[src/rtl/lsu_pkg.sv]
// Shared size encodings, FSM state type and byte-lane helpers for the load/store unit.
package lsu_pkg;

  localparam logic [1:0] SZ_B = 2'd0;
  localparam logic [1:0] SZ_H = 2'd1;
  localparam logic [1:0] SZ_W = 2'd2;

  typedef enum logic [1:0] {IDLE, WAIT, ACCESS, RESP} state_t;

  // Size code 3 is illegal and falls through to word behaviour everywhere.
  function automatic logic [3:0] lane_strobe(input logic [1:0] size, input logic [1:0] off);
    case (size)
      SZ_B:    lane_strobe = 4'b0001 << off;
      SZ_H:    lane_strobe = 4'b0011 << {off[1], 1'b0};
      SZ_W:    lane_strobe = 4'b1111;
      default: lane_strobe = 4'b1111;
    endcase
  endfunction

  function automatic logic [31:0] lane_replicate(input logic [1:0] size, input logic [31:0] data);
    case (size)
      SZ_B:    lane_replicate = {4{data[7:0]}};
      SZ_H:    lane_replicate = {2{data[15:0]}};
      default: lane_replicate = data;
    endcase
  endfunction

  function automatic logic [31:0] lane_extract(input logic [1:0] size, input logic [1:0] off,
                                               input logic is_unsigned, input logic [31:0] data);
    logic signed [7:0]  byte_lane;
    logic signed [15:0] half_lane;
    byte_lane = 8'(data >> {off, 3'b000});
    half_lane = 16'(data >> {off[1], 4'b0000});
    case (size)
      SZ_B:    lane_extract = is_unsigned ? {24'h0, byte_lane} : 32'(byte_lane);
      SZ_H:    lane_extract = is_unsigned ? {16'h0, half_lane} : 32'(half_lane);
      default: lane_extract = data;
    endcase
  endfunction

endpackage

[src/rtl/lsu_align.sv]
// Combinational byte-lane alignment: store strobes/replicated data and load extraction/extension.
module lsu_align
  import lsu_pkg::*;
(
  input  logic [1:0]  size,
  input  logic [1:0]  off,
  input  logic        is_unsigned,
  input  logic [31:0] store_data,
  input  logic [31:0] load_data,
  output logic [3:0]  strobe,
  output logic [31:0] lane_data,
  output logic [31:0] load_ext
);

  assign strobe    = lane_strobe(size, off);
  assign lane_data = lane_replicate(size, store_data);
  assign load_ext  = lane_extract(size, off, is_unsigned, load_data);

endmodule

[src/rtl/lsu_mem_ctrl.sv]
// Load/store initiator: one single-cycle strobe on a combinational memory per accepted request.
// Optional misaligned-access trapping is enabled by defining LSU_MISALIGN_CHECK_EN.
module lsu_mem_ctrl
  import lsu_pkg::*;
#(
  parameter int WAIT_CYCLES = 0,
  parameter int ADDR_W      = 32
) (
  input  logic              clk,
  input  logic              rst_n,
  input  logic              req_valid,
  output logic              req_ready,
  input  logic              req_wr,
  input  logic [ADDR_W-1:0] req_addr,
  input  logic [1:0]        req_size,
  input  logic              req_unsigned,
  input  logic [31:0]       req_wdata,
  output logic              resp_valid,
  input  logic              resp_ready,
  output logic [31:0]       resp_rdata,
  output logic              resp_err,
  output logic              mem_en,
  output logic              mem_wr,
  output logic [31:0]       mem_addr,
  output logic [31:0]       mem_wdata,
  output logic [3:0]        mem_wstrb,
  input  logic [31:0]       mem_rdata
);

  state_t            state, state_next;
  logic [3:0]        wait_cnt;
  logic              wr_q;
  logic [ADDR_W-1:0] addr_q;
  logic [1:0]        size_q;
  logic              uns_q;
  logic [31:0]       wdata_q;
  logic [31:0]       rdata_q;
  logic              err_q;
  logic              misaligned;
  logic              accept;
  logic              access;
  logic [3:0]        strobe;
  logic [31:0]       lane_wdata;
  logic [31:0]       load_ext;

`ifdef LSU_MISALIGN_CHECK_EN
  assign misaligned = ((req_size == SZ_H) && req_addr[0]) ||
                      ((req_size[1] == 1'b1) && (req_addr[1:0] != 2'b00));
`else
  assign misaligned = 1'b0;
`endif

  always_comb begin
    state_next = state;
    req_ready  = 1'b0;
    resp_valid = 1'b0;
    access     = 1'b0;
    case (state)
      IDLE: begin
        req_ready = 1'b1;
        if (req_valid) begin
          if (misaligned)           state_next = RESP;
          else if (WAIT_CYCLES > 0) state_next = WAIT;
          else                      state_next = ACCESS;
        end
      end
      WAIT: begin
        if (wait_cnt == 4'd0) state_next = ACCESS;
      end
      ACCESS: begin
        access     = 1'b1;
        state_next = RESP;
      end
      RESP: begin
        resp_valid = 1'b1;
        if (resp_ready) state_next = IDLE;
      end
      default: state_next = IDLE;
    endcase
  end

  assign accept = req_ready && req_valid;

  always_ff @(posedge clk or negedge rst_n) begin
    if (!rst_n) state <= IDLE;
    else        state <= state_next;
  end

  // Request latch, wait countdown and load-data capture at the end of ACCESS.
  always_ff @(posedge clk or negedge rst_n) begin
    if (!rst_n) begin
      wait_cnt <= 4'd0;
      wr_q     <= 1'b0;
      addr_q   <= '0;
      size_q   <= SZ_B;
      uns_q    <= 1'b0;
      wdata_q  <= 32'h0;
      rdata_q  <= 32'h0;
      err_q    <= 1'b0;
    end else begin
      if (accept) begin
        wr_q     <= req_wr;
        addr_q   <= req_addr;
        size_q   <= req_size;
        uns_q    <= req_unsigned;
        wdata_q  <= req_wdata;
        err_q    <= misaligned;
        rdata_q  <= 32'h0;
        wait_cnt <= 4'(WAIT_CYCLES - 1);
      end else if (state == WAIT) begin
        wait_cnt <= wait_cnt - 4'd1;
      end else if (access && !wr_q) begin
        rdata_q  <= load_ext;
      end
    end
  end

  lsu_align u_align (
    .size        (size_q),
    .off         (addr_q[1:0]),
    .is_unsigned (uns_q),
    .store_data  (wdata_q),
    .load_data   (mem_rdata),
    .strobe      (strobe),
    .lane_data   (lane_wdata),
    .load_ext    (load_ext)
  );

  assign mem_en     = access;
  assign mem_wr     = access && wr_q;
  assign mem_addr   = 32'({addr_q[ADDR_W-1:2], 2'b00});
  assign mem_wdata  = lane_wdata;
  assign mem_wstrb  = (access && wr_q) ? strobe : 4'b0000;
  assign resp_rdata = rdata_q;
  assign resp_err   = err_q;

endmodule
[config.mk]
export PLATFORM = sky130hd
export DESIGN_NAME = lsu_mem_ctrl
export DESIGN_NICKNAME = d
export VERILOG_FILES = /design/src/rtl/lsu_pkg.sv /design/src/rtl/lsu_align.sv /design/src/rtl/lsu_mem_ctrl.sv
export SDC_FILE = /design/constraint.sdc
export NUM_CORES = 1
export LEC_CHECK = 0
export BUFFER_PORTS_ARGS = -buffer_cell sky130_fd_sc_hd__buf_2
export CAP_MARGIN = 20
export CELL_PAD_IN_SITES_DETAIL_PLACEMENT = 0
export CELL_PAD_IN_SITES_GLOBAL_PLACEMENT = 2
export CORE_UTILIZATION = 28
export CTS_CLUSTER_DIAMETER = 50
export DETAILED_ROUTE_END_ITERATION = 7
export PLACE_DENSITY_LB_ADDON = 0.1
export SLEW_MARGIN = 20
export SYNTH_ARGS = -nofsm -noshare
export SYNTH_HDL_FRONTEND = slang
export SYNTH_SLANG_ARGS = --single-unit
[constraint.sdc]
create_clock -name clk -period 1.9 [get_ports clk]
set_input_delay 0.19 -clock clk [delete_from_list [all_inputs] [get_ports clk]]
set_output_delay 0.19 -clock clk [all_outputs]
set_load 0.01 [all_outputs]
==> metrics.yaml <==
status:
  status: "finished, final reports clean"
detailed_routing:
  num_vias: 4663
  wl_met2_mm: 7.558
  drc_errors: 0
  dr.pass1.iters: 4
  route.met3.wl_mm: 1.197
  post_drt_wl_per_cell_um: 17.00
  routed_wl_mm: 16.70
  met1_length_mm: 7.675
  drtAntennaViolNets: 0
  top_layer_used: "met5"
  drt_iter0_drc: 218
  viasPerCell: 4.748
clocking:
  path_clk_slew_ps: 80
  cts_buffer_depth: 2
  cts-root-buf: "clkbuf_16"
  cts_tree: "done"
  h-tree-depth: 3
  cts.sinks: 106
  insertion_delay_ps: 350
  cts_inserted_buffers: 9
power:
  vdd_ir_drop_max_uv: 504.0
  switching_share: 0.4002
  p_int_uw: 6651
  switchingPower_uw: 4438
  clockPowerShare: 0.173
  power_frac_seq: 0.350
  p_leak_uw: 0.003663
  powerDensity_nw_per_um2: 1618
  power_frac_comb: 0.478
synth:
  synth-seq-cells: 106
  ys_types: 41
  yosysWarnings: 0
  yosysSeqAreaShare: 0.4978
  avgSynthCellArea_um2: 9.432
  synthCells: 565
  synth_edf_count: 0
  synth_area_um2: 5329
  ys_async_sr_fraction: 1.000
  synth_flop_cell: "dfrtp_1"
timing:
  relSlewSlack: 0.4576
  tightest_slew_ps: 810.6
  tns_ps: 0
  whs_ps: 20.69
  hold_viol_final: 0
  fin_crit_sh: 0.9562
  fin_crit_ps: 1817
  drv_slew: 0
  max_freq_ghz: 0.5504
  setup_ws_ps: 83.25
  setup_violations: 0
  clock_skew_ps: 8.580
worst_setup_path:
  cp.required_ps: 1710
  cp-end-kind: "output pin"
  cp_max_fo: 8
  arrival_ps: 1630
  crit_type: "reg -> out"
  startpoint_type: "flop"
global_routing:
  antenna_found_initial: 2
  grt_max_degree: 71
  grt_usage: 0.1716
  grt_pass1_vias: 4544
  grt_pass1_wl_mm: 26.03
  grt-ovfl-total: 0
floorplan:
  die_y_um: 140.0
  num_io_pins: 209
  dieArea_um2: 19590
  core_um2: 18710
  die_w_um: 140.0
  initial_utilization: 0.2849
  std_cell_rows: 50
finish:
  antenna_cells: 0
  final_area_um2: 6853
  nNetsFinal: 848
  layout-drive-gt1-share: 0.3917
  syn_to_final_growth_pct: 28.60
  n_fill_cell: 1967
min_path:
  hp-class: "in -> reg"
flow_run:
  drv_cap: 0
placed_design:
  gp_congestion: 0.8405
  place_area_um2: 6499
  io_buffers: 205
  pre_cts_ws_ps: 109.8
  hpwl_mm: 12.05
==> per-stage QoR <==
step           utilization  total power (µW)  std cells
2_1_floorplan            -              7462        567
3_3_place_gp        0.3470              9099        963
3_5_place_dp        0.3474              9181        963
4_1_cts             0.3650             11200        982
5_1_grt             0.3664             11920        982
6_report            0.3664             11090        982
==> what timing repair did <==
item	CTS	global route
setup buffers	2	0
hold endpoints to repair	29	0
endpoints found under the setup margin	8	30
gates resized for setup	1	7
hold buffers	1	0
==> final cells by class <==
type                            instances  area, µm²  area share
Timing Repair Buffer                  241       1359      0.1983
Clock buffer                           13      280.3     0.04090
Tap cell                              234      292.8     0.04272
Multi-Input combinational cell        378       2220      0.3239
Inverter                                7      26.28    0.003834
Clock inverter                          3      21.27    0.003104
Sequential cell                       106       2654      0.3873
==> power groups by stage <==
stage / clock, µW / sequential [µW] / combinational [µW]
after floorplan: 0 / 3810 / 3660
after global placement: 0 / 3910 / 5190
after detailed placement: 0 / 3920 / 5260
after CTS: 1990 / 3880 / 5320
after global routing: 2080 / 4000 / 5840
final: 1910 / 3880 / 5300
==> routing by layer <==
metal,vias up,GRT usage
li1,2212,-
met1,2275,0.2339
met2,152,0.2579
met3,20,0.04889
met4,4,0.06362
met5,-,0
==> state kept, by name, indices dropped and copies added, names as in the netlist <==
register / count
wdata_q: 32
state: 2
wait_cnt: 4
resp_rdata: 32
size_q: 2
addr_q: 32
wr_q: 1
uns_q: 1
==> cell usage after synthesis (2+ instances only) <==
cell      instances  area share
a21oi_1           7      0.0066
nand2b_1          3      0.0035
nand2_1         226        0.16
and2_1            2      0.0023
mux4_2            8       0.034
nor2_1           12      0.0085
o21ai_0          13       0.012
mux2i_1          18       0.034
a221oi_1          7       0.012
buf_4            42       0.059
a211oi_1          8       0.011
buf_6             2      0.0042
mux2_2           17       0.036
inv_1             6      0.0042
xnor2_1           2      0.0033
o21ai_1           9      0.0085
clkbuf_1         21       0.015
dfrtp_1         106        0.50
buf_2            11       0.010
a221o_1          24       0.045
==> logic make-up (layout without fill, tap and decap cells) <==
logic type | after synthesis | in the layout | share of synthesized area
xor+xnor | 3 | 3 | 0.004932
simple gates | 252 | 252 | 0.1855
mux | 43 | 43 | 0.1035
buf+inv | 83 | 264 | 0.09345
compound gates | 76 | 76 | 0.1118
flops | 106 | 106 | 0.4978
fa+ha+maj | 1 | 1 | 0.002348
other cells | 1 | 3 | 0.0007037
==> cells in the final DEF, fill, tap and decap left out, types with 2 or more instances in the layout <==
master     count
clkbuf_8       4
dfrtp_1      105
buf_6          2
nor2_1        12
buf_2        204
conb_1         3
buf_4         30
a221oi_1       7
xnor2_1        2
nand2_1      224
a21oi_1        7
buf_12         4
o21ai_1        8
mux2_2        17
clkbuf_16      9
a211oi_1       8
mux4_2         8
nand2_2        2
nand2b_1       3
o21ai_0       13
mux2i_1       18
a221o_1       24
inv_1          6
==> worst max-delay path: stages (launching register included) <==
cell	delay, ps
dfrtp_1	420
or2_4	290
buf_6	150
mux2_2	260
buf_2	150
==> path summary, 6_finish.rpt <==
kind	cells after the start	to	startpoint	slack [ps]
worst max-delay path	4	mem_wdata[10]	size_q[1]$_DFFE_PN0P_	80
worst min-delay path	3	wdata_q[11]$_DFFE_PN0P_	req_wdata[11]	20
worst max register to register	6	resp_rdata[11]$_DFFE_PN0P_	size_q[0]$_DFFE_PN0P_	120
worst min register to register	2	addr_q[29]$_DFFE_PN0P_	addr_q[29]$_DFFE_PN0P_	470
max in group asynchronous	3	addr_q[10]$_DFFE_PN0P_	rst_n	910
min in group asynchronous	2	wdata_q[20]$_DFFE_PN0P_	rst_n	330
Power figures use the tool's default switching activity.
